File: src/rtl/slot_pkg.sv
// +----------------------------------------------------------------------+
// | slot_pkg : shared sizes and types for the dual-dispatch slot tracker |
// | Revision : 1.0                                                       |
// +----------------------------------------------------------------------+
`default_nettype none

package slot_pkg;

   localparam int SLOTS = 4;
   localparam int IDX_W = 3;

   typedef logic [IDX_W-1:0] slot_idx_t;
   typedef logic [SLOTS-1:0] slot_vec_t;

   localparam slot_idx_t NONE = 3'd4;

endpackage : slot_pkg

`default_nettype wire

File: src/rtl/find_index.sv
// +----------------------------------------------------------------------+
// | find_index : lowest and second-lowest zero bit of a 4-bit vector     |
// | Revision   : 1.0                                                     |
// +----------------------------------------------------------------------+
`default_nettype none

module find_index
   import slot_pkg::*;
(
   input  logic [SLOTS-1:0] in,
   output logic [IDX_W-1:0] first0,
   output logic [IDX_W-1:0] second0
);

   // Scanning downward leaves the lowest zero in first0; each new hit
   // pushes the previous (higher) one into second0.
   always_comb begin
      first0  = NONE;
      second0 = NONE;
      for (int i = SLOTS - 1; i >= 0; i--) begin
         if (!in[i]) begin
            second0 = first0;
            first0  = slot_idx_t'(i);
         end
      end
   end

endmodule : find_index

`default_nettype wire

File: src/rtl/slot_alloc.sv
// +----------------------------------------------------------------------+
// | slot_alloc : 4-entry reservation slot tracker, two in-order grants   |
// | Revision   : 1.0                                                     |
// +----------------------------------------------------------------------+
`default_nettype none

module slot_alloc
   import slot_pkg::*;
#(
   parameter int CNT_W = 16
) (
   input  logic             clk,
   input  logic             rst,
   input  logic [1:0]       alloc_req,
   input  logic [SLOTS-1:0] free_mask,
   input  logic             flush,
   output logic [1:0]       alloc_gnt,
   output logic [IDX_W-1:0] alloc_idx0,
   output logic [IDX_W-1:0] alloc_idx1,
   output logic [SLOTS-1:0] busy_vec,
   output logic [2:0]       free_count,
   output logic             full,
   output logic             empty,
   output logic [CNT_W-1:0] stall_cycles,
   output logic             err_double_free
);

   slot_vec_t        r_busy;
   logic [CNT_W-1:0] r_stall;
   logic             r_err;

   slot_idx_t w_first0;
   slot_idx_t w_second0;
   logic      w_gnt0;
   logic      w_gnt1;
   slot_vec_t w_set;
   logic      w_dfree;
   logic      w_stall_inc;
   logic [2:0] w_free_count;

   find_index u_find_index (
      .in      (r_busy),
      .first0  (w_first0),
      .second0 (w_second0)
   );

   assign w_gnt0 = alloc_req[0] & (w_first0 != NONE) & ~flush & ~rst;
   assign w_gnt1 = alloc_req[1] & w_gnt0 & (w_second0 != NONE);

   always_comb begin
      w_set        = '0;
      w_free_count = '0;
      for (int i = 0; i < SLOTS; i++) begin
         w_set[i] = (w_gnt0 && (w_first0 == slot_idx_t'(i))) ||
                    (w_gnt1 && (w_second0 == slot_idx_t'(i)));
         w_free_count = w_free_count + {2'b00, ~r_busy[i]};
      end
   end

   assign w_dfree     = |(free_mask & ~r_busy);
   assign w_stall_inc = alloc_req[0] & ~w_gnt0 & ~flush;

   // Flush keeps the sticky error and the stall count; only rst clears them.
   always_ff @(posedge clk) begin
      if (rst) begin
         r_busy  <= '0;
         r_stall <= '0;
         r_err   <= 1'b0;
      end else if (flush) begin
         r_busy  <= '0;
      end else begin
         r_busy <= (r_busy & ~free_mask) | w_set;
         if (w_dfree) begin
            r_err <= 1'b1;
         end
         if (w_stall_inc && (r_stall != {CNT_W{1'b1}})) begin
            r_stall <= r_stall + 1'b1;
         end
      end
   end

   assign alloc_gnt       = {w_gnt1, w_gnt0};
   assign alloc_idx0      = w_gnt0 ? w_first0 : NONE;
   assign alloc_idx1      = w_gnt1 ? w_second0 : NONE;
   assign busy_vec        = r_busy;
   assign free_count      = w_free_count;
   assign full            = (r_busy == 4'b1111);
   assign empty           = (r_busy == 4'b0000);
   assign stall_cycles    = r_stall;
   assign err_double_free = r_err;

endmodule : slot_alloc

`default_nettype wire

File: config.mk
export PLATFORM = sky130hd
export DESIGN_NAME = slot_alloc
export DESIGN_NICKNAME = d
export VERILOG_FILES = /design/src/rtl/slot_pkg.sv /design/src/rtl/find_index.sv /design/src/rtl/slot_alloc.sv
export SDC_FILE = /design/constraint.sdc
export NUM_CORES = 1
export LEC_CHECK = 0
export ABC_AREA = 1
export CAP_MARGIN = 15
export CORE_ASPECT_RATIO = 1.4
export CORE_MARGIN = 8
export CORE_UTILIZATION = 48
export DETAILED_ROUTE_END_ITERATION = 16
export PLACE_DENSITY = 0.8
export SYNTH_ARGS = -nofsm -noshare
export SYNTH_HDL_FRONTEND = slang
export SYNTH_HIERARCHICAL = 1
export SYNTH_SLANG_ARGS = --single-unit
File: constraint.sdc
create_clock -name clk -period 1.9 [get_ports clk]
set_input_delay 0.38 -clock clk [delete_from_list [all_inputs] [get_ports clk]]
set_output_delay 0.38 -clock clk [all_outputs]
set_load 0.02 [all_outputs]
* After elaboration in Yosys (flattened, before gate mapping) *
Index checks and enable logic that the tools add are counted.

operators by class
  $add $sub $neg = 4
  equality and inequality tests = 10
  multiplexer cells = 9
  bitwise logic cells = 19
  reductions and logical operators = 20

operators by type and width
  kind                     number
  $mux W3                  9
  $add A16 B1 Y16 const B  1
  $ne A16 B16 Y1 const B   1
  $eq A3 B2 Y1 const B     4
  $logic_and A1 B1 Y1      9
  $and A4 B4 Y4            2
  $not A4 Y4               2
  $and A1 B1 Y1            7
  $not A1 Y1               7
  $eq A3 B1 Y1 const B     2
  $logic_not A3 Y1         2
  $ne A3 B3 Y1 const B     2
  $eq A4 B4 Y1 const B     1
  $logic_not A4 Y1         1
  $logic_or A1 B1 Y1       4
  $or A4 B4 Y4             1
  $reduce_and A2 Y1        2
  $reduce_or A4 Y1         1
  $add A2 B1 Y3            1
  $add A3 B1 Y3            1
  $add A1 B1 Y2            1
  $reduce_or A2 Y1         1

storage, ports and cells
  bits in registers = 21
  input bits = 9
  logic and storage cells = 65

* Longest topological paths before layout *
Gate-level depths: netlist (run 1).

  depth after elaboration = 13
  mapped depth = 12
  gate-level depth less buffers = 11

* Cells and area by module *
The synthesis (run 1) kept the hierarchy.

modules (own cells, without submodules)
  module      instances  cells an instance  area an instance (sq um)
  slot_alloc  1          231                1465.2
  find_index  1          24                 97.6

* Worst setup path before layout (run 1) *
OpenSTA, ideal clock, no wires.

  path kind = reg2out
  from = register r_busy[1] (netlist: busy_vec[1])
  to = output port alloc_idx1[0]
  arrival time = 1.640 ns
  setup slack = -0.120 ns
  cell stages (with the launch flop) = 9
  cells stage by stage = dfxtp_1 -> nand2_1 -> nor2_1 -> inv_1 -> nand2_1 -> nor2_1 -> nor2_2 -> nand3_1 -> nor2_1

between the ends
  longest elaborated chain between the ends = 9
  elaborated cells between the ends (all ways) = 12

ends and longest elaborated chain
  item                         line              RTL
  start: declaration           slot_alloc.sv:28  slot_vec_t r_busy;
  start signal: assignment     slot_alloc.sv:72  r_busy <= (r_busy & ~free_mask) | w_set;
  $mux W3 (2 in series)        find_index.sv:21  if (!in[i]) begin
  via w_first0[1]              slot_alloc.sv:32  slot_idx_t w_first0;
  $ne A3 B3 Y1                 slot_alloc.sv:47  assign w_gnt0 = alloc_req[0] & (w_first0 != NONE) & ~flush & ~rst;
  $and A1 B1 Y1 (3 in series)  slot_alloc.sv:47
  via w_gnt0                   slot_alloc.sv:34  logic w_gnt0;
  $and A1 B1 Y1 (2 in series)  slot_alloc.sv:48  assign w_gnt1 = alloc_req[1] & w_gnt0 & (w_second0 != NONE);
  $mux W3                      slot_alloc.sv:84  assign alloc_idx1 = w_gnt1 ? w_second0 : NONE;
  end: declaration             slot_alloc.sv:19  output logic [IDX_W-1:0] alloc_idx1,

The timed path passes the listed nets, and every way through them passes these cells.

* Worst setup path in the final report (run 1) *
  from = register r_busy[0] (netlist: busy_vec[0])
  to = output port free_count[1]

between the ends
  longest elaborated chain between the ends = 4

ends and longest elaborated chain
  item              line              RTL
  $not A1 Y1        slot_alloc.sv:56  w_free_count = w_free_count + {2'b00, ~r_busy[i]};
  $add A1 B1 Y2     slot_alloc.sv:56
  $add A2 B1 Y3     slot_alloc.sv:56
  $add A3 B1 Y3     slot_alloc.sv:56
  end: declaration  slot_alloc.sv:21  output logic [2:0] free_count,

Every way passes these cells.

==> results.py, run 1 <==
metrics = {
    "outcome": {
        "status": "complete, but fails checks",
        "violations": "negative setup slack",
    },
    "detailed_routing": {
        "ant_nets": 0,
        "wl_um": 5390,
        "met1_length_um": 1930,
        "remaining_drc_errors": 0,
        "route.met2.wl_um": 2960,
        "vias_per_cell": 5.21,
        "route.met3.wl_um": 282,
        "first_pass_iters": 4,
        "vias": 1917,
        "post_drt_wl_per_cell_um": 14.6,
        "maxUsedRoutingLayer": "met4",
        "drt_iter0_markers": 93,
    },
    "sta": {
        "grt_setup_unrepaired": "true",
        "period_minus_slack_ps": 2120,
        "fin_ws_ps": -223,
        "setup_tns_ps": -1590,
        "period_share_pct": 112,
        "clock_skew_ps": 2.86,
        "hold_viol": 0,
        "slew_headroom_pct": 82.9,
        "worst_pin_slew_ps": 256,
        "timing.fmax_mhz": 471,
        "setup_viol": 14,
        "drv_slew": 0,
    },
    "setup_path": {
        "cp-end-kind": "primary output",
        "cpMostUsedCell": "ha_4",
        "crit_path_start_kind": "flop",
        "path_buf_inv": 2,
        "slowest_stage": "fa_1",
        "path_max_fanout": 3,
        "path_cells": "fa_1 > inv_2 > ha_4 > ha_4 > buf_6",
        "crit_family": "adder cells",
        "crit_type": "reg -> out",
        "arrival_ps": 1740,
        "critPathMaxStageDelay_ps": 550,
        "required_ps": 1520,
    },
    "floorplan": {
        "die_y_um": 83.5,
        "fp.dieW_um": 64.2,
        "rows": 24,
        "dieArea_mm2": 0.00536,
        "initial_core_util_pct": 50.0,
        "core_mm2": 0.00312,
        "io-pin-count": 43,
    },
    "synthesis": {
        "yosysTopAreaCell": "dfxtp_1",
        "syn_area_mm2": 0.00156,
        "synth_compound_area_share_pct": 12.6,
        "synthMuxAreaShare_pct": 0,
        "ys_types": 25,
        "synthCells": 255,
        "ys_ff_latch": 21,
        "yosysSeqAreaShare_pct": 26.9,
        "synth_adder_area_share_pct": 5.28,
        "yosysTopAreaCellShare_pct": 26.9,
        "syn_nets": 270,
        "synth_top_family_by_area": "simple AND/OR/NAND/NOR gates",
        "ys_warn_count": 6,
        "synth_xor_area_share_pct": 3.92,
        "synth_area_leaders": "dfxtp_1 27%, nand2_1 20%, nor2_1 9.1%",
        "yosys.area_share.simple_pct": 40.6,
        "avgSynthCellArea_um2": 6.13,
    },
    "clocking": {
        "htree_num_levels": 1,
        "cts.sinks": 21,
        "cts_tree": "built",
        "clockBufferDepth": 2,
        "cts-root-buf": "clkbuf_8",
        "clk_latency_ps": 260,
        "numCtsBuffers": 3,
        "clk_pin_slew_worst_paths_ps": 80,
        "cts_hold_buffers": 0,
    },
    "power": {
        "p_total_w": 0.000922,
        "power.leakage_nw": 1.01,
        "power_density_mw_per_mm2": 371,
        "ir_worst_vdd_mv": 0.283,
    },
    "hold_path": {
        "hold_class": "reg -> reg",
    },
    "finish": {
        "final_cell_mix": "75 x nand2_1, 35 x buf_4, 28 x inv_1, 28 x nor2_1, 26 x clkdlybuf4s50_1",
        "drive_gt1_share_pct": 31.6,
        "area_growth_syn_to_layout_pct": 59.0,
        "final_nets": 345,
        "final_common_cell": "nand2_1",
        "antennaDiodeCount": 0,
    },
    "global_routing": {
        "grt_antenna_before_repair": 0,
        "grt_max_degree": 17,
        "grt_use_total_pct": 18.0,
        "grt_pass1_wl_um": 8000,
        "grt-ovfl-total": 0,
        "grt_pass1_vias": 1772,
    },
    "place": {
        "place_congestion": 0.894,
        "port_buffers": 42,
        "dp_hpwl_um": 3590,
    },
    "job": {
        "max-cap-violations": 0,
    },
}
[power by group]
| group | total, W | internal (W) | switching [W] |
|---|---|---|---|
| Sequential | 0.000446 | 0.000441 | 0.00000563 |
| Combinational | 0.000171 | 0.0000781 | 0.0000927 |
| Clock | 0.000305 | 0.000150 | 0.000155 |
| Total | 0.000922 | 0.000668 | 0.000253 |
[state kept, by name, indices dropped and copies added, names as in the netlist]
signal	cells
busy_vec	4
err_double_free	1
stall_cycles	16
[tightest hold or removal path, stage by stage (launching register included)]
cell	delay, ps
dfxtp_1	350
nand2_1	60
o21ai_0	60
[through the flow]
| step | cells | area [um2] | hold slack (ps) | worst slack [ps] | utilization, % |
|---|---|---|---|---|---|
| after floorplan | 255 | 1570 | 546 | 42.5 | - |
| after CTS | 367 | 2350 | 472 | -190 | 75.4 |
| final | 368 | 2480 | 494 | -223 | 79.6 |
| after detailed placement | 358 | 2210 | 452 | -568 | 70.8 |
| after global placement | 358 | 2210 | 456 | -507 | 70.8 |
| after global routing | 368 | 2480 | 508 | -286 | 79.6 |
[Yosys cell counts (all sizes together)]
library cell / count
ha: 5
inv: 34
nor3: 1
xor2: 3
nand3: 17
nand4: 5
o21ai: 5
a21oi: 20
nand2: 85
a221oi: 1
xnor2: 4
clkbuf: 1
fa: 1
buf: 5
a31oi: 4
dfxtp: 21
nor2: 43
[layout make-up]
| cell class | count | area (um2) |
|---|---|---|
| well taps | 39 | 48.8 |
| flip-flops and latches | 21 | 435 |
| clock buffers | 4 | 45.0 |
| fillers | 236 | 638 |
| multi-input cells | 194 | 1130 |
| repair buffers | 76 | 687 |
| inverters | 34 | 135 |
[routing by layer]
metal	up-vias	global-route usage, %
met5	-	0
met4	0	7.77
met3	17	3.09
met2	65	34.5
met1	889	18.1
li1	946	-
[path summary, 6_finish.rpt]
| path | start | to | slack (ps) | cells past startpoint |
|---|---|---|---|---|
| max | busy_vec[0] | free_count[1] | -220 | 5 |
| min | err_double_free | err_double_free | 490 | 2 |
| max reg2reg | busy_vec[0] | busy_vec[1] | -190 | 16 |
| min reg2reg | err_double_free | err_double_free | 490 | 2 |
[what timing repair did]
action	in CTS	in global routing
gates cloned	0	0
endpoints found under the setup margin	15	33
pin swaps	7	13
buffers inserted	5	1
gates resized for setup	83	40
[cells by family (layout without fill, tap and decap cells)]
kind of cell    Yosys count  count (layout)
xor+xnor                  7               7
compound gates           30              30
buf+inv                  40             114
fa+ha+maj                 6               6
simple gates            151             151
flops                    21              21
(Power assumes the default switching activity.)
==> run 2: changes to the inputs <==
--- a/config.mk
+++ b/config.mk
@@ -8,10 +8,9 @@
 export ABC_AREA = 1
 export CAP_MARGIN = 15
 export CORE_ASPECT_RATIO = 1.4
-export CORE_MARGIN = 8
-export CORE_UTILIZATION = 48
+export CORE_UTILIZATION = 40
 export DETAILED_ROUTE_END_ITERATION = 16
-export PLACE_DENSITY = 0.8
+export PLACE_DENSITY = 0.68
 export SYNTH_ARGS = -nofsm -noshare
 export SYNTH_HDL_FRONTEND = slang
 export SYNTH_HIERARCHICAL = 1
==> run 2 against run 1 <==
Effect of this change:
- the run still ends with negative setup slack left
- combinational power decreased by 11%
- register-to-register slack better by 280 ps
- design area is 5.1% lower
- core utilization down 16 points
- clock power about the same
- maximum frequency is essentially flat
- die area decreased by 22%
- setup slack about the same
- critical path depth unchanged
- critical path type unchanged
- critical endpoint unchanged
==> results.py, run 2 (synthesis results as in run 1) <==
metrics = {
    "outcome": {
        "status": "complete, but fails checks",
        "violations": "negative setup slack",
    },
    "finish": {
        "area_growth_syn_to_layout_pct": 50.8,
        "final_nets": 341,
        "fill_cells": 371,
        "antennaDiodeCount": 0,
        "final_common_cell": "nand2_1",
        "fin_util_pct": 63.6,
        "fin_area_mm2": 0.00236,
        "largest_register_ffs": 16,
        "layout.cells.non_filler": 367,
        "drive_gt1_share_pct": 28.0,
        "multiInputGateArea_mm2": 0.00106,
        "final_cell_mix": "79 x nand2_1, 34 x buf_4, 30 x nor2_1, 28 x inv_1, 28 x clkdlybuf4s50_1",
        "seq_area_um2": 433,
    },
    "sta": {
        "setup_viol": 9,
        "period_share_pct": 112,
        "timing.fmax_mhz": 471,
        "fin_ws_ps": -223,
        "drv_slew": 0,
        "slew_headroom_pct": 82.5,
        "hold_viol": 0,
        "period_minus_slack_ps": 2120,
        "grt_setup_unrepaired": "true",
        "worst_pin_slew_ps": 261,
        "clock_skew_ps": 2.41,
    },
    "clocking": {
        "cts.sinks": 21,
        "clk_pin_slew_worst_paths_ps": 80,
        "clk_latency_ps": 260,
        "clockBufferDepth": 2,
        "htree_num_levels": 1,
        "cts_hold_buffers": 0,
        "cts-root-buf": "clkbuf_8",
        "numCtsBuffers": 3,
        "cts_tree": "built",
    },
    "job": {
        "max-cap-violations": 0,
    },
    "detailed_routing": {
        "post_drt_wl_per_cell_um": 11.9,
        "vias": 1803,
        "vias_per_cell": 4.91,
        "first_pass_iters": 4,
        "ant_nets": 0,
        "wl_um": 4370,
        "remaining_drc_errors": 0,
        "drt_iter0_markers": 52,
    },
    "global_routing": {
        "grtUsageMet3_pct": 2.41,
        "met2_usage_pct": 40.1,
        "grt_pass1_wl_um": 6910,
        "grt_use_total_pct": 22.1,
        "grt_antenna_before_repair": 0,
        "grtUsageMet1_pct": 24.3,
        "grt_pass1_vias": 1582,
        "grt-ovfl-total": 0,
        "grt-busiest-layer": "met2",
        "grt_max_degree": 17,
    },
    "place": {
        "dp_hpwl_um": 3340,
        "dp.cells": 359,
        "dpl_cell_area_mm2": 0.00220,
        "port_buffers": 42,
        "place_ws_ps": -571,
        "place_congestion": 0.886,
    },
    "power": {
        "power_density_mw_per_mm2": 384,
        "power.leakage_nw": 0.926,
        "ir_worst_vdd_mv": 0.348,
        "p_total_w": 0.000906,
    },
    "setup_path": {
        "arrival_ps": 1740,
        "crit_type": "reg -> out",
        "required_ps": 1520,
        "cp-end-kind": "primary output",
        "crit_path_start_kind": "flop",
        "path_max_fanout": 5,
        "r2r_slack_ps": 90,
    },
    "floorplan": {
        "rows": 26,
        "fp.dieW_um": 54.8,
        "io-pin-count": 43,
        "initial_core_util_pct": 42.1,
        "die_y_um": 76.0,
        "core_mm2": 0.00371,
        "dieArea_mm2": 0.00416,
    },
    "hold_path": {
        "hold_class": "reg -> reg",
    },
}
==> run 2: changes by cell type in the layout (fill, tap and decap cells not counted), sizes merged <==
cell | before | now
buf | 46 | 41
clkbuf | 4 | 5
clkdlybuf4s50 | 26 | 28
dlymetal6s2s | 3 | 1
==> run 2: timing repair <==
action | in CTS | in global routing
buffers inserted | 2 | 2
resized for setup | 73 | 20
pin swaps | 6 | 10
setup endpoints to repair | 13 | 19
==> run 2: routing by layer <==
layer  part of all wire (%)  up-vias
met5                      0        -
met4                    2.1        0
met3                    2.7        9
met2                     56       47
met1                     39      805
li1                       -      942
==> run 2: per-stage QoR <==
stage          hold WS [ps]  setup TNS, ps
3_5_place_dp            459          -4690
4_1_cts                 478          -1310
6_report                473           -979
2_1_floorplan           546              0
5_1_grt                 558          -2090
3_3_place_gp            454          -4470
==> run 2: area by class of cell <==
class,instances,share of cell area [%]
tap,42,2.23
sequential,21,18.4
multi-input combinational,194,45.2
timing repair buffer,72,26.9
clock buffer,4,1.91
inverter,34,5.41
==> run 2: worst max-delay path: stages (launching register included) <==
cell	delay (ps)
dfxtp_4	370
fa_1	550
inv_2	50
ha_4	150
ha_4	260
buf_6	100
==> run 2: path summary, 6_finish.rpt <==
path / from / endpoint / depth (start not counted)
hold reg to reg: err_double_free / err_double_free / 2
setup / recovery: busy_vec[0] / free_count[1] / 5
setup reg to reg: busy_vec[0] / busy_vec[0] / 15
hold / removal: err_double_free / err_double_free / 2
==> run 2: power by group <==
| part | internal (W) | leakage, nW | total (W) | switching [W] |
|---|---|---|---|---|
| Combinational | 0.0000721 | 0.731 | 0.000153 | 0.0000809 |
| Sequential | 0.000442 | 0.173 | 0.000447 | 0.00000546 |
| Clock | 0.000150 | 0.0228 | 0.000305 | 0.000156 |
| Total | 0.000664 | 0.926 | 0.000906 | 0.000242 |
==> run 3: changes to the inputs <==
--- a/config.mk
+++ b/config.mk
@@ -6,8 +6,8 @@
 export NUM_CORES = 1
 export LEC_CHECK = 0
 export ABC_AREA = 1
-export CAP_MARGIN = 15
 export CORE_ASPECT_RATIO = 1.4
+export CORE_MARGIN = 1.5
 export CORE_UTILIZATION = 40
 export DETAILED_ROUTE_END_ITERATION = 16
 export PLACE_DENSITY = 0.68
==> run 3 against run 2 <==
Effect of this change:
- the flow still finishes with violations (negative setup slack)
- sequential power is essentially flat
- sequential share of layout area decreased by 0.39 points
- final cell count up 0.82%
- maximum frequency grew 1.4%
- clock power grew 3%
==> results.py, run 3 (synthesis results as in run 1) <==
metrics = {
    "setup_path": {
        "cp-end-kind": "primary output",
        "crit_path_start_kind": "flop",
        "worstRegToRegCells": 13,
        "crit_type": "reg -> out",
        "setup.worst_path.start": "busy_vec[1]",
        "rr_endpoint": "stall_cycles[0]",
        "r2r_slack_ps": 130,
        "r2r_start": "busy_vec[3]",
        "required_ps": 1520,
        "arrival_ps": 1710,
        "path_max_fanout": 5,
    },
    "detailed_routing": {
        "ant_nets": 0,
        "first_pass_iters": 4,
        "remaining_drc_errors": 0,
        "vias": 1846,
        "wl_um": 4540,
        "vias_per_cell": 4.99,
        "drt_iter0_markers": 46,
        "post_drt_wl_per_cell_um": 12.3,
    },
    "finish": {
        "drive_gt1_share_pct": 29.6,
        "largest_register_ffs": 16,
        "fin_util_pct": 64.9,
        "fin_area_mm2": 0.00241,
        "final_common_cell": "nand2_1",
        "area_growth_syn_to_layout_pct": 54.1,
        "antennaDiodeCount": 0,
        "fill_cells": 362,
        "layout.cells.non_filler": 370,
        "final_nets": 344,
        "final_cell_mix": "79 x nand2_1, 35 x buf_4, 28 x nor2_1, 27 x inv_1, 27 x clkdlybuf4s50_1",
    },
    "global_routing": {
        "grt_use_total_pct": 20.0,
        "met2_usage_pct": 41.0,
        "grt-busiest-layer": "met2",
        "grt_pass1_wl_um": 7060,
        "grtUsageMet1_pct": 19.8,
        "grt_pass1_vias": 1730,
        "grt_antenna_before_repair": 0,
        "grt_max_degree": 17,
        "grtUsageMet3_pct": 1.18,
        "grt-ovfl-total": 0,
    },
    "sta": {
        "clock_skew_ps": 4.57,
        "slew_headroom_pct": 82.2,
        "timing.fmax_mhz": 477,
        "drv_slew": 0,
        "grt_setup_unrepaired": "true",
        "setup_tns_ps": -915,
        "period_minus_slack_ps": 2090,
        "hold_viol": 0,
        "setup_viol": 10,
        "worst_pin_slew_ps": 266,
        "period_share_pct": 110,
        "fin_ws_ps": -195,
    },
    "clocking": {
        "cts_tree": "built",
        "cts-root-buf": "clkbuf_8",
        "numCtsBuffers": 3,
        "clk_pin_slew_worst_paths_ps": 90,
        "clockBufferDepth": 2,
        "htree_num_levels": 1,
        "cts.sinks": 21,
        "cts_hold_buffers": 0,
        "clk_latency_ps": 260,
    },
    "floorplan": {
        "initial_core_util_pct": 42.1,
        "fp.dieW_um": 55.8,
        "core_mm2": 0.00371,
        "rows": 26,
        "dieArea_mm2": 0.00430,
        "io-pin-count": 43,
        "die_y_um": 77.0,
    },
    "place": {
        "place_congestion": 0.828,
        "port_buffers": 42,
        "dp_hpwl_um": 3440,
        "dpl_cell_area_mm2": 0.00223,
        "dp.cells": 363,
        "place_ws_ps": -534,
    },
    "outcome": {
        "status": "complete, but fails checks",
        "violations": "negative setup slack",
    },
    "power": {
        "power.leakage_nw": 0.975,
        "ir_worst_vdd_mv": 0.285,
        "power_density_mw_per_mm2": 381,
    },
    "hold_path": {
        "hold_depth": 2,
        "hold_class": "reg -> reg",
        "hold_end": "err_double_free",
        "hp-start": "err_double_free",
    },
    "job": {
        "max-cap-violations": 0,
    },
}
[run 3: changes by cell type in the layout (fill, tap and decap cells not counted), moves of 2 or more]
cell,change
buf_6,+2
inv_4,+2
nor2_1,-2
nor2_4,+2
[run 3: worst max path at each step]
stage,endpoint,depth (start not counted)
4_1_cts,free_count[1],5
5_1_grt,alloc_idx1[2],12
3_3_place_gp,alloc_idx1[0],7
6_report,free_count[1],5
3_5_place_dp,alloc_idx1[1],7
2_1_floorplan,alloc_idx1[2],10
[run 3: final cells by class]
type                    instances  area (um2)  area share [%]
multi-input cells             195        1080            44.8
repair buffers                 74         662            27.5
flip-flops and latches         21         433            18.0
inverters                      34         133            5.51
well taps                      42        52.6            2.18
clock buffers                   3        41.3            1.71
clock inverters                 1        7.51           0.312
[run 3: timing repair]
item / in CTS / in global routing
setup buffers: 0 / 2
endpoints found under the setup margin: 13 / 15
gates cloned: 0 / 1
pin swaps: 4 / 11
gates resized for setup: 73 / 31
[run 3: critical path, cell delays in order, from the launching register on]
cell,delay (ps)
dfxtp_4,380
fa_1,520
inv_2,40
ha_4,150
ha_4,250
buf_6,100
[run 3: metrics by stage]
stage | total power (W) | hold slack [ps]
after CTS | 0.000915 | 487
after floorplan | 0.000534 | 546
after global routing | 0.000950 | 505
after detailed placement | 0.000607 | 461
after global placement | 0.000606 | 458
final | 0.000919 | 475
[run 3: layer usage]
metal | vias to the layer above | part of all wire, %
met5 | - | 0
met4 | 0 | 2.4
met3 | 10 | 2.9
met2 | 47 | 55
met1 | 841 | 40
li1 | 948 | -
[run 3: power by group]
group          internal (W)  switching (W)  leakage, nW  total (W)
Sequential         0.000442     0.00000502        0.173   0.000447
Clock              0.000148       0.000165       0.0217   0.000313
Combinational     0.0000742      0.0000844        0.781   0.000159
==> RTL edit (config.mk and constraints of run 2) <==
Change the parameter `CNT_W` from 16 to 14.
--- a/src/rtl/slot_alloc.sv
+++ b/src/rtl/slot_alloc.sv
@@ -7,7 +7,7 @@
 module slot_alloc
    import slot_pkg::*;
 #(
-   parameter int CNT_W = 16
+   parameter int CNT_W = 14
 ) (
    input  logic             clk,
    input  logic             rst,
Interface: changed (resized stall_cycles); port bits go from 43 to 41. The function was not compared with the original's and may differ.
==> RTL edit against run 2 <==
  * The run still ends with negative setup slack left
  * Non-clock buffer count grew 12
  * Setup slack better by 15 ps
  * Critical endpoint unchanged
  * Design area shrank 3.3%
  * Wire length decreased by 7.3%
  * Maximum frequency increased by 0.73%
  * Synthesized area down 8.8%
  * Total power shrank 6.5%
  * Sequential power down 9.6%
  * Highest routed layer unchanged
  * First-iteration DRC count decreased by 35%
  * Utilization rose by 3.9 points
  * Sequential cell count fell by 2
==> RTL edit: results (changes against run 2) <==
Fillers: 306 (-18%)
top cells by area, synth: dfxtp_1 (27%), nand2_1 (20%), a21oi_1 (8.1%)
grt ovf: 0 (unchanged)
H-tree Lvls: 1 (unchanged)
setup violators final: 10 (+1)
post-synthesis sequential area ratio: 0.2669 (-0.002114)
failing checks: negative setup slack
Port Buffers: 40 (-4.8%)
Worst IR Drop VDD: 0.2579 mV (-26%)
reg2reg path depth: 13 (-2)
Slew @ Worst Pin: 302.9 ps (+41.68 ps)
Mapped Avg Cell Area: 5.988 sq um (-2.3%)
Clock Latency Late Sink: 250 ps
setup slack after layout: -207.7 ps (+15.39 ps)
ys async rst share: 0 (unchanged)
Post-synth top cells: nand2_1 (77), inv_1 (30), nor2_1 (29)
Root Driver: clkbuf_8
synthesized net count: 253 (-6.3%)
Leakage: 0.0009950 uW (+7.4%)
final cell count without fillers: 361 (-1.6%)
DRC violations left: 0 (unchanged)
Antenna Cells: 0 (unchanged)
max reg flops: 14 (-2)
hold depth: 2 (unchanged)
NumNets Final: 337 (-1.2%)
Final Hold Vio Count: 0 (unchanged)
Inst Count DP: 351 (-2.2%)
CTS Buf Count: 3 (unchanged)
fin crit share: 1.109 (-0.008102)
Max Root-Sink Buffers: 2 (unchanged)
Synthesis Warnings: 6 (unchanged)
run status: complete, but fails checks
share of layout cells above drive strength 1: 0.2835 (+0.003489)
first-pass GRT wire length: 6610 microns (-4.3%)
clock-pin slew on the worst setup and hold paths: 70 ps
overall routed net length: 4045 microns (-7.3%)
register-to-register setup slack: 120 ps (+30 ps)
Setup Skew: 3.761 ps (+1.355 ps)
HPWL Detailed: 3082 microns (-7.7%)
Via density: 4.903 (-0.20%)
largest net degree at the start of global routing: 15 (-2)
class of the worst hold path: reg -> reg
DRT iter0 DRCs: 34 (-35%)
TritonRoute pass-1 iters: 4 (unchanged)
Synth cell types: 25 (unchanged)
worst-path maximum fanout: 5 (unchanged)
gpl congestion: 0.9253 (+4.4%)
antenna violations before repair: 0 (unchanged)
GRT Total Usage: 0.2256 (+0.004423)
Arr. time, crit path: 1730 ps
vias in the first global route: 1606 (+1.5%)
placed cell area: 2151 sq um (-2.2%)
RTL edit: worst max-delay path, stage by stage (launching register included):
cell	delay, ps
dfxtp_4	370
fa_1	550
inv_2	50
ha_4	150
ha_4	250
buf_6	100
RTL edit: cell families after synthesis:
family	synth area share
simple gates	0.4293
buf+inv	0.1185
compound gates	0.09657
flops	0.2669
fa+ha+maj	0.05795
xor+xnor	0.03073
RTL edit: what timing repair did:
item                       in CTS  in global routing
setup endpoints to repair      14                 28
gates resized for setup        70                 12
buffers inserted                4                  2
pin swaps                       4                  7
RTL edit: worst paths after layout:
path | end | startpoint
setup reg to reg | stall_cycles[2]$_SDFFE_PP0P_ | busy_vec[0]$_SDFF_PP0_
hold / removal | err_double_free$_SDFFE_PP0P_ | err_double_free$_SDFFE_PP0P_
hold reg to reg | err_double_free$_SDFFE_PP0P_ | err_double_free$_SDFFE_PP0P_
setup / recovery | free_count[1] | busy_vec[0]$_SDFF_PP0_
RTL edit: layout make-up:
type                    count  area, sq um  share of cell area
flip-flops and latches     19        395.4              0.1734
multi-input cells         180        939.7              0.4122
clock buffers               4        45.04             0.01976
inverters                  34        127.6             0.05598
repair buffers             84        721.9              0.3167
well taps                  40        50.05             0.02195
RTL edit: where the power goes:
group          switching [uW]  leakage [uW]  internal, uW  total, uW
registers                5.38      0.000157           399        404
clock network             133     0.0000228           149        282
logic                    80.5      0.000815          80.2        161
RTL edit: metrics by stage:
step	TNS, ps	setup WS [ps]	hold slack (ps)	utilization
3_3_place_gp	-7401	-536.3	450.7	0.6367
4_1_cts	-835.2	-207.9	456.9	0.6641
5_1_grt	-2249	-282.6	483.0	0.6748
6_report	-1055	-207.7	451.4	0.6748
2_1_floorplan	0	45.43	449.1	-
3_5_place_dp	-7560	-551.5	445.4	0.6367
RTL edit: routing by layer:
layer  global-route usage  up-vias  wire length [microns]
li1                     -      916                      -
met1               0.2532      797                   1623
met2               0.4149       45                   2124
met3              0.02500       12                    156
met4              0.09357        0                    141
met5                    0        -                      0
